[src/rtl/seq_det_pkg.sv]
// Shared constants and the overlap-aware match-progress function for the
// serial pattern detectors (scheduled and standalone variants).
// No ports: compile first and import with `import seq_det_pkg::*;`.
package seq_det_pkg;

    localparam int          DEF_PAT_LEN = 4;
    localparam logic [3:0]  DEF_PATTERN = 4'b1101;
    localparam int          STATE_W     = $clog2(DEF_PAT_LEN + 1);

    // Bit m of the pattern in arrival order (m = 0 is the first bit received,
    // which sits at the MSB of the right-aligned pattern vector).
    function automatic logic pat_bit(input logic [7:0] pattern, input int len, input int m);
        int idx;
        idx = len - 1 - m;
        if (idx >= 0 && idx < 8)
            return pattern[3'(idx)];
        return 1'b0;
    endfunction

    // Advance match progress k by bit b. A full match first falls back to the
    // longest proper border so overlapping occurrences are found; the result is
    // the longest pattern prefix that is a suffix of (prefix_k, b).
    function automatic logic [3:0] next_match(input logic [3:0] k, input logic b,
                                              input logic [7:0] pattern, input logic [3:0] len);
        int         ki;
        int         li;
        int         res;
        logic       ok;
        logic [7:0] s;
        ki  = int'(k);
        li  = int'(len);
        res = 0;
        if (ki >= li) begin
            ki = 0;
            for (int j = 1; j < 8; j++) begin
                if (j < li) begin
                    ok = 1'b1;
                    for (int m = 0; m < 8; m++)
                        if (m < j && pat_bit(pattern, li, m) != pat_bit(pattern, li, li - j + m))
                            ok = 1'b0;
                    if (ok)
                        ki = j;
                end
            end
        end
        // s holds the ki known prefix bits followed by the new bit, in arrival order.
        s = '0;
        for (int m = 0; m < 8; m++) begin
            if (m < ki)
                s[3'(m)] = pat_bit(pattern, li, m);
            else if (m == ki)
                s[3'(m)] = b;
        end
        for (int j = 1; j < 9; j++) begin
            if (j <= ki + 1 && j <= li) begin
                ok = 1'b1;
                for (int m = 0; m < 8; m++)
                    if (m < j && s[3'(ki + 1 - j + m)] != pat_bit(pattern, li, m))
                        ok = 1'b0;
                if (ok)
                    res = j;
            end
        end
        return 4'(res);
    endfunction

endpackage

[src/rtl/seq_det_scheduler_rr_arbiter.sv]
// Round-robin arbiter: one-hot grant to the first requester at/after the pointer.
// Ports: clk, rst, req in; gnt (one-hot), gnt_idx (encoded), gnt_vld out.
// Pointer moves to grant+1 after a grant and holds when nothing is granted.
module rr_arbiter #(
    parameter int NUM_CH = 4,
    parameter int CH_W   = 2
) (
    input  logic              clk,
    input  logic              rst,
    input  logic [NUM_CH-1:0] req,
    output logic [NUM_CH-1:0] gnt,
    output logic [CH_W-1:0]   gnt_idx,
    output logic              gnt_vld
);

    logic [CH_W-1:0] ptr;
    logic [CH_W-1:0] ci;
    int              c;

    always_comb begin
        gnt     = '0;
        gnt_idx = '0;
        gnt_vld = 1'b0;
        c       = 0;
        ci      = '0;
        for (int o = 0; o < NUM_CH; o++) begin
            c = int'(ptr) + o;
            if (c >= NUM_CH)
                c = c - NUM_CH;
            ci = CH_W'(c);
            if (!gnt_vld && req[ci]) begin
                gnt_vld = 1'b1;
                gnt[ci] = 1'b1;
                gnt_idx = ci;
            end
        end
    end

    always_ff @(posedge clk or posedge rst) begin
        if (rst)
            ptr <= '0;
        else if (gnt_vld)
            ptr <= (gnt_idx == CH_W'(NUM_CH - 1)) ? '0 : gnt_idx + CH_W'(1);
    end

endmodule

[src/rtl/seq_det_scheduler.sv]
// Time-shares one overlapped Moore pattern matcher across NUM_CH serial streams,
// one context switch per cycle. Ports: clk, rst, en, ch_valid/ch_bit/ch_clear in,
// ch_ready grant out, det_valid/det_ch registered pulse (1 cycle after accept).
// Optional SEQ_MATCH_CNT_EN adds per-channel saturating match counters (cnt_sel/cnt_out).
module seq_det_scheduler
    import seq_det_pkg::*;
#(
    parameter int                 NUM_CH  = 4,
    parameter int                 CH_W    = 2,
    parameter int                 PAT_LEN = DEF_PAT_LEN,
    parameter logic [PAT_LEN-1:0] PATTERN = DEF_PATTERN
) (
    input  logic              clk,
    input  logic              rst,
    input  logic              en,
    input  logic [NUM_CH-1:0] ch_valid,
    input  logic [NUM_CH-1:0] ch_bit,
    output logic [NUM_CH-1:0] ch_ready,
    input  logic [NUM_CH-1:0] ch_clear,
`ifdef SEQ_MATCH_CNT_EN
    input  logic [CH_W-1:0]   cnt_sel,
    output logic [7:0]        cnt_out,
`endif
    output logic              det_valid,
    output logic [CH_W-1:0]   det_ch
);

    localparam int SW = $clog2(PAT_LEN + 1);

    logic [SW-1:0]     ctx [NUM_CH];
    logic [NUM_CH-1:0] eligible;
    logic [NUM_CH-1:0] gnt;
    logic [CH_W-1:0]   gnt_idx;
    logic              gnt_vld;
    logic [SW-1:0]     nk;
    logic              det_next;

    // A clearing channel never competes, so its bit stays with the source.
    assign eligible = en ? (ch_valid & ~ch_clear) : '0;
    assign ch_ready = gnt;

    rr_arbiter #(.NUM_CH(NUM_CH), .CH_W(CH_W)) u_arb (
        .clk     (clk),
        .rst     (rst),
        .req     (eligible),
        .gnt     (gnt),
        .gnt_idx (gnt_idx),
        .gnt_vld (gnt_vld)
    );

    assign nk       = SW'(next_match(4'(ctx[gnt_idx]), ch_bit[gnt_idx], 8'(PATTERN), 4'(PAT_LEN)));
    assign det_next = gnt_vld && (nk == SW'(PAT_LEN));

    always_ff @(posedge clk or posedge rst) begin
        if (rst) begin
            for (int i = 0; i < NUM_CH; i++)
                ctx[i] <= '0;
            det_valid <= 1'b0;
            det_ch    <= '0;
        end else begin
            for (int i = 0; i < NUM_CH; i++) begin
                if (ch_clear[i])
                    ctx[i] <= '0;
                else if (gnt[i])
                    ctx[i] <= nk;
            end
            det_valid <= det_next;
            if (det_next)
                det_ch <= gnt_idx;
        end
    end

`ifdef SEQ_MATCH_CNT_EN
    logic [7:0] cnt [NUM_CH];

    always_ff @(posedge clk or posedge rst) begin
        if (rst) begin
            for (int i = 0; i < NUM_CH; i++)
                cnt[i] <= '0;
        end else begin
            for (int i = 0; i < NUM_CH; i++) begin
                if (ch_clear[i])
                    cnt[i] <= '0;
                else if (det_next && gnt_idx == CH_W'(i) && cnt[i] != 8'hFF)
                    cnt[i] <= cnt[i] + 8'd1;
            end
        end
    end

    assign cnt_out = cnt[cnt_sel];
`endif

endmodule
[config.mk]
export PLATFORM = sky130hd
export DESIGN_NAME = seq_det_scheduler
export DESIGN_NICKNAME = d
export VERILOG_FILES = /design/src/rtl/seq_det_pkg.sv /design/src/rtl/seq_det_scheduler_rr_arbiter.sv /design/src/rtl/seq_det_scheduler.sv
export SDC_FILE = /design/constraint.sdc
export NUM_CORES = 1
export LEC_CHECK = 0
export ABC_CLOCK_PERIOD_IN_PS = 5260
export CORE_MARGIN = 3
export CORE_UTILIZATION = 55
export DETAILED_ROUTE_END_ITERATION = 6
export PLACE_DENSITY = 0.78
export SETUP_SLACK_MARGIN = 0.3
export SYNTH_ARGS = -nofsm -noshare
export SYNTH_HDL_FRONTEND = slang
export SYNTH_SLANG_ARGS = --single-unit
[constraint.sdc]
create_clock -name clk -period 5.26 [get_ports clk]
set_input_delay 0.526 -clock clk [delete_from_list [all_inputs] [get_ports clk]]
set_output_delay 0.526 -clock clk [all_outputs]
set_load 0.05 [all_outputs]
Word level (Yosys, flattened, before mapping)
Index checks and enable logic that the tools add are counted.

cells by class
  $mul = 0
  shift operators = 0
  magnitude comparators = 33
  eq/ne operators = 17
  reductions and logical operators = 16
  add/subtract/negate cells = 19
  divide/modulo/power cells = 0
  bitwise logic cells = 6
  mux-type cells = 139

operator list
  kind                                                                               count
  32-bit two-way mux                                                                 3
  1-bit two-way mux                                                                  86
  3-bit by 32-bit equality test with 1-bit output (first input constant)             2
  3-bit by 32-bit less-or-equal comparator with 1-bit output (first input constant)  2
  3-bit by 32-bit < comparator with 1-bit output (first input constant)              2
  3-bit by 5-bit < comparator with 1-bit output (second input constant)              10
  3-bit two-way mux                                                                  15
  32-bit by 2-bit adder with 32-bit output (second input constant)                   1
  2-bit by 32-bit equality test with 1-bit output (first input constant)             1
  2-bit by 32-bit less-or-equal comparator with 1-bit output (first input constant)  1
  4-bit by 32-bit less-or-equal comparator with 1-bit output (first input constant)  1
  32-bit logical NOT                                                                 1
  1-bit by 32-bit < comparator with 1-bit output (first input constant)              1
  2-bit by 32-bit < comparator with 1-bit output (first input constant)              1
  1-bit binary-select mux with 3-bit select                                          10
  2-bit two-way mux                                                                  10
  4-bit two-way mux                                                                  5
  3-bit greater-or-equal comparator (second input constant)                          5
  2-bit by 3-bit < comparator with 1-bit output (second input constant)              5
  1-bit inequality test                                                              12
  4-bit bitwise OR                                                                   3
  1-bit binary-select mux with 2-bit select                                          5
  3-bit by 2-bit adder with 3-bit output (second input constant)                     3
  3-bit adder (second input constant)                                                3
  18 further kinds                                                                   42

storage, ports and cells
  logic and storage cells = 237
  bits in writable memories = 0
  memory bits (read-only) = 0
  memories = 0
  latch bits = 0
  input port bits = 15
  output and inout bits = 7
  register bits after elaboration = 17

Longest topological paths before layout
  depth after elaboration = 49
  mapped depth = 22
  gate-level depth less buffers = 19

By module
Synthesis repeated with hierarchy kept, for this count alone.

second synthesis, totals
  cells, all modules = 157
  area, all modules = 1622.8 um^2

modules (own cells, without submodules)
  module             area each (um^2)  sequential area each (um^2)  cells an instance  times used
  seq_det_scheduler  1057.3            375.4                        99                 1
  rr_arbiter         565.5             50.0                         58                 1

Least setup slack after synthesis
Ideal clock, no wire load.

  path kind = register -> register
  start point = reg u_arb.ptr[0]
  end point = reg det_ch[0]
  buffers on the path = 2
  period minus slack after synthesis = 4.468 ns
  required time = 5.135 ns
  library setup time = 0.125 ns
  arrival time = 4.343 ns
  stages on the path, launching flop included = 19
  slack = 0.792 ns
  cell sequence = dfrtp_1 > buf_6 > inv_1 > clkbuf_1 > ha_1 > inv_1 > o211ai_2 > a2111oi_1 > a211oi_1 > o2111a_1 > nor3_2 > nand2b_1 > ha_1 > ha_1 > nor4b_1 > o31a_1 > nor3b_4 > and2b_4 > mux2_4

between the ends
  cells in the longest elaborated chain, start to end = 39
  elaborated cells on any way between the ends = 140
  classes of those cells = 18 x add/sub; 13 x order compare; 14 x eq/ne; 86 x mux; 1 x bitwise; 8 x reduce/logical

RTL lines
  what                                                                             RTL line                            RTL
  start: declaration                                                               seq_det_scheduler_rr_arbiter.sv:16  logic [CH_W-1:0] ptr;
  start signal: assignment                                                         seq_det_scheduler_rr_arbiter.sv:43  ptr <= (gnt_idx == CH_W'(NUM_CH - 1)) ? '0 : gnt_idx + CH_W'(1);
  branches (longest 38 deep; another with 2-bit by 1-bit adder with 3-bit output)  --
  1-bit logical AND (*)                                                            seq_det_scheduler.sv:52             assign det_next = gnt_vld && (nk == SW'(PAT_LEN));
  named net det_next                                                               seq_det_scheduler.sv:36             logic det_next;
  end signal: assignment                                                           seq_det_scheduler.sv:69             det_ch <= gnt_idx;
  end: declaration                                                                 seq_det_scheduler.sv:25             output logic [CH_W-1:0] det_ch

Mark *: on every way through the listed nets, which the timed path passes. The select of a mux whose other input is x is not followed.
A chain may end at the register's enable or synchronous reset.

Worst setup path after layout
  start point = reg u_arb.ptr[1]
  end point = reg det_ch[0]

The elaborated chain is that of the path after synthesis.

==> reports/qor.csv <==
stage,metric,value,unit
synth,synth_cell_types,68,
sta,setup_violations,0,
die,core-area,3390,sq um
finish,layout_commonest_cell,nand2_1,
critical_path,path_buf_inv,4,
hold_path,hold_end,det_ch[0]$_DFFE_PP0P_,
finish,finalNetCount,283,
sta,fmax,213,MHz
die,dieWidth,65.8,um
drt,ant_nets,0,
critical_path,r2r_cells,18,
global_route,antenna_found_initial,0,
global_route,grt_pass1_wl,8220,um
synth,synth_adder_area_share,7.63,%
hold_path,holdCritStartpoint,det_ch[0]$_DFFE_PP0P_,
power_and_ir_drop,ir_drop,0.360,mV
clock_tree,cts_tree,built,
place,hpwl,3910,um
clock_tree,cts_max_level,1,
clock_tree,cts_made_buffers,3,
hold_path,hold_depth,1,
die,fp.dieH,65.8,um
critical_path,path_max_fanout,11,
clock_tree,insertion_delay,0.30,ns
synth,ys_seq_area_share,21.6,%
synth,synth_warnings,0,
die,start_util,58.0,%
sta,final_max_slew_viol_count,0,
critical_path,regToRegEndpoint,det_ch[0]$_DFFE_PP0P_,
global_route,grt.total_usage,24.4,%
run,drv_cap,0,
critical_path,crit_chain,"inv_1, ha_1, inv_1, o211ai_2, a211o_1, a21o_2, a2111o_1, o211ai_1, nand2b_1, inv_1, ha_1, inv_1, ha_1, o311a_1, o31a_1, nor3b_4, and2b_4, mux2_4",
drt,routed_wl,5000,um
die,io_pins,22,
drt,drt_iter0_drc,168,
clock_tree,cts_root_buffer,clkbuf_4,
place,port_buffers,21,
drt,route.vias.total,1890,
clock_tree,clk_path_buf_depth,2,
sta,tightest_slew,0.623,ns
drt,detail_route.vias_per_cell,6.28,
synth,synth-compound-area-share,31.1,%
clock_tree,clkTransAtPathRegs,0.10,ns
power_and_ir_drop,p_leak,0.943,nW
synth,synthXorXnorAreaFrac,0.445,%
drt,drt_pass1_iterations,5,
sta,skew,0.00798,ns
synth,async_reset_ff_share,100,%
global_route,grt_pass1_vias,1706,
sta,finalCritPeriodShare,89.4,%
synth,synth_ff_type,dfrtp_1,
synth,avgSynthCellArea,8.63,sq um
synth,syn_area,1970,sq um
hold_path,min_path_type,flip-flop to flip-flop,
synth,yosys.area_share.simple,26.1,%
synth,synth_mux_area_share,6.11,%
critical_path,crit_family,compound AO/OA/AOI/OAI gates,
finish,syn_to_final_growth,15.3,%
die,rows,21,
drt,drcViolationCount,0,
synth,synth_top_family_by_area,compound AO/OA/AOI/OAI gates,
finish,post-route-util,66.9,%
critical_path,critPathSlowestCell,dfrtp_1,
place,gp_congestion,0.934,
die,dieArea,4330,sq um
critical_path,critPathLaunchType,flip-flop,
finish,antennaDiodeCount,0,
sta,finalHoldViolCount,0,
synth,netlist_instances,228,
synth,synth_edf_count,0,
critical_path,reg2reg_from,u_arb.ptr[1]$_DFFE_PP0P_,
sta,finalCriticalPeriod,4.70,ns
critical_path,crit_arrival,4.90,ns
global_route,grt_max_degree,18,
finish,drive_gt1_share,14.9,%
power_and_ir_drop,pwr_density_cell,517,nW/um^2
global_route,grt.overflow.total,0,
critical_path,cp_slowest_stage_delay,0.51,ns
clock_tree,cts.sinks,17,
finish,most-common-layout-cells,"nand2_1, clkdlybuf4s50_1, inv_1",
critical_path,crit_top_cell,inv_1,
critical_path,crit_required,5.46,ns
critical_path,worst-setup-path-type,flip-flop to flip-flop,
drt,wl_per_cell,16.6,um
critical_path,crit_path_end_kind,flip-flop,
sta,finalSetupTns,0,ns
sta,slew_headroom,58.4,%
synth,ys_seq_elements,17,
run_status,outcome,"complete, no violations",
sta,rsz0062_at_grt,false,
critical_path,reg2reg_slack,0.56,ns
clock_tree,hold_buffers,0,
-- Yosys cell counts (3+ instances only) --
library cell | instances | area share, %
nand2_1 | 24 | 4.6
inv_1 | 18 | 3.4
dfrtp_1 | 17 | 22
nor2_1 | 16 | 3.1
a21oi_1 | 14 | 3.6
ha_1 | 12 | 7.6
a211oi_1 | 9 | 3.4
mux2i_1 | 9 | 4.6
o21ai_0 | 8 | 2.0
nand3_1 | 6 | 1.5
a211o_1 | 4 | 1.8
a211oi_2 | 4 | 2.5
and2_1 | 4 | 1.3
nand2b_1 | 4 | 1.3
nor3_1 | 4 | 1.0
o211ai_1 | 4 | 1.5
a222oi_1 | 3 | 1.5
buf_6 | 3 | 1.7
nand4_1 | 3 | 0.95
nor2b_1 | 3 | 0.95
-- worst register-to-register path, stage by stage, from the launching register on --
cell and delay, ns:
dfrtp_1 0.51, inv_1 0.18, ha_1 0.40, inv_1 0.12
o211ai_2 0.13, a211o_1 0.45, a21o_2 0.30, a2111o_1 0.40
o211ai_1 0.16, nand2b_1 0.24, inv_1 0.08, ha_1 0.20
inv_1 0.06, ha_1 0.14, o311a_1 0.15, o31a_1 0.22
nor3b_4 0.35, and2b_4 0.23, mux2_4 0.29
-- cell type report --
| cell class | count | area (sq um) |
|---|---|---|
| multi-input combinational | 186 | 1410 |
| fill | 264 | 1120 |
| sequential | 17 | 427 |
| timing repair buffer | 30 | 278 |
| inverter | 18 | 67.6 |
| tap | 46 | 57.6 |
| clock buffer | 3 | 22.5 |
| clock inverter | 1 | 5.00 |
-- worst max-delay path by stage --
| stage | slack [ns] | start | end | cells past startpoint |
|---|---|---|---|---|
| after global routing | 0.34 | en | det_ch[0]$_DFFE_PP0P_ | 15 |
| final | 0.56 | u_arb.ptr[1]$_DFFE_PP0P_ | det_ch[0]$_DFFE_PP0P_ | 18 |
| after floorplan | 0.79 | u_arb.ptr[0]$_DFFE_PP0P_ | det_ch[0]$_DFFE_PP0P_ | 18 |
| after global placement | 0.24 | en | det_ch[0]$_DFFE_PP0P_ | 15 |
| after CTS | 0.48 | en | det_ch[0]$_DFFE_PP0P_ | 15 |
| after detailed placement | 0.15 | en | det_ch[1]$_DFFE_PP0P_ | 15 |
-- where the power goes --
part	leakage (nW)	internal, mW	switching, mW
Clock	0.0177	0.0284	0.0416
Sequential	0.230	0.167	0.0476
Combinational	0.695	0.332	0.556
-- repair_timing --
| action | CTS | global route |
|---|---|---|
| buffers inserted | 0 | 3 |
| resized for setup | 0 | 1 |
| endpoints found under the setup margin | 0 | 7 |
-- cells by family (layout without fill, tap and decap cells) --
logic type               Yosys count  after routing
AO/OA/AOI/OAI                     76             76
XOR/XNOR                           1              1
adder cells (fa/ha/maj)           12             12
buffers and inverters             26             52
flip-flops                        17             17
multiplexers                      11             11
other                              1              2
AND/OR/NAND/NOR                   84             84
-- registers in the layout (all words and copies together), names as in the netlist --
signal     flops
u_arb.ptr      2
det_ch         2
det_valid      1
ctx           12
-- metal layers --
layer / wire, um / track usage (%)
met1: 2410 / 37.1
met2: 2140 / 36.3
met3: 402 / 2.55
met4: 50 / 6.74
met5: 0 / 0
-- stage by stage --
step	cell area (sq um)	cells	power [mW]	setup slack [ns]	hold slack (ns)
final	2270	301	1.17	0.558	0.526
after global routing	2270	301	1.26	0.340	0.554
after CTS	2240	298	1.15	0.479	0.531
after detailed placement	2220	294	1.08	0.149	0.492
after global placement	2220	294	1.07	0.236	0.503
after floorplan	1970	229	0.880	0.792	0.452
No activity file was read; power rests on OpenSTA's default activity.
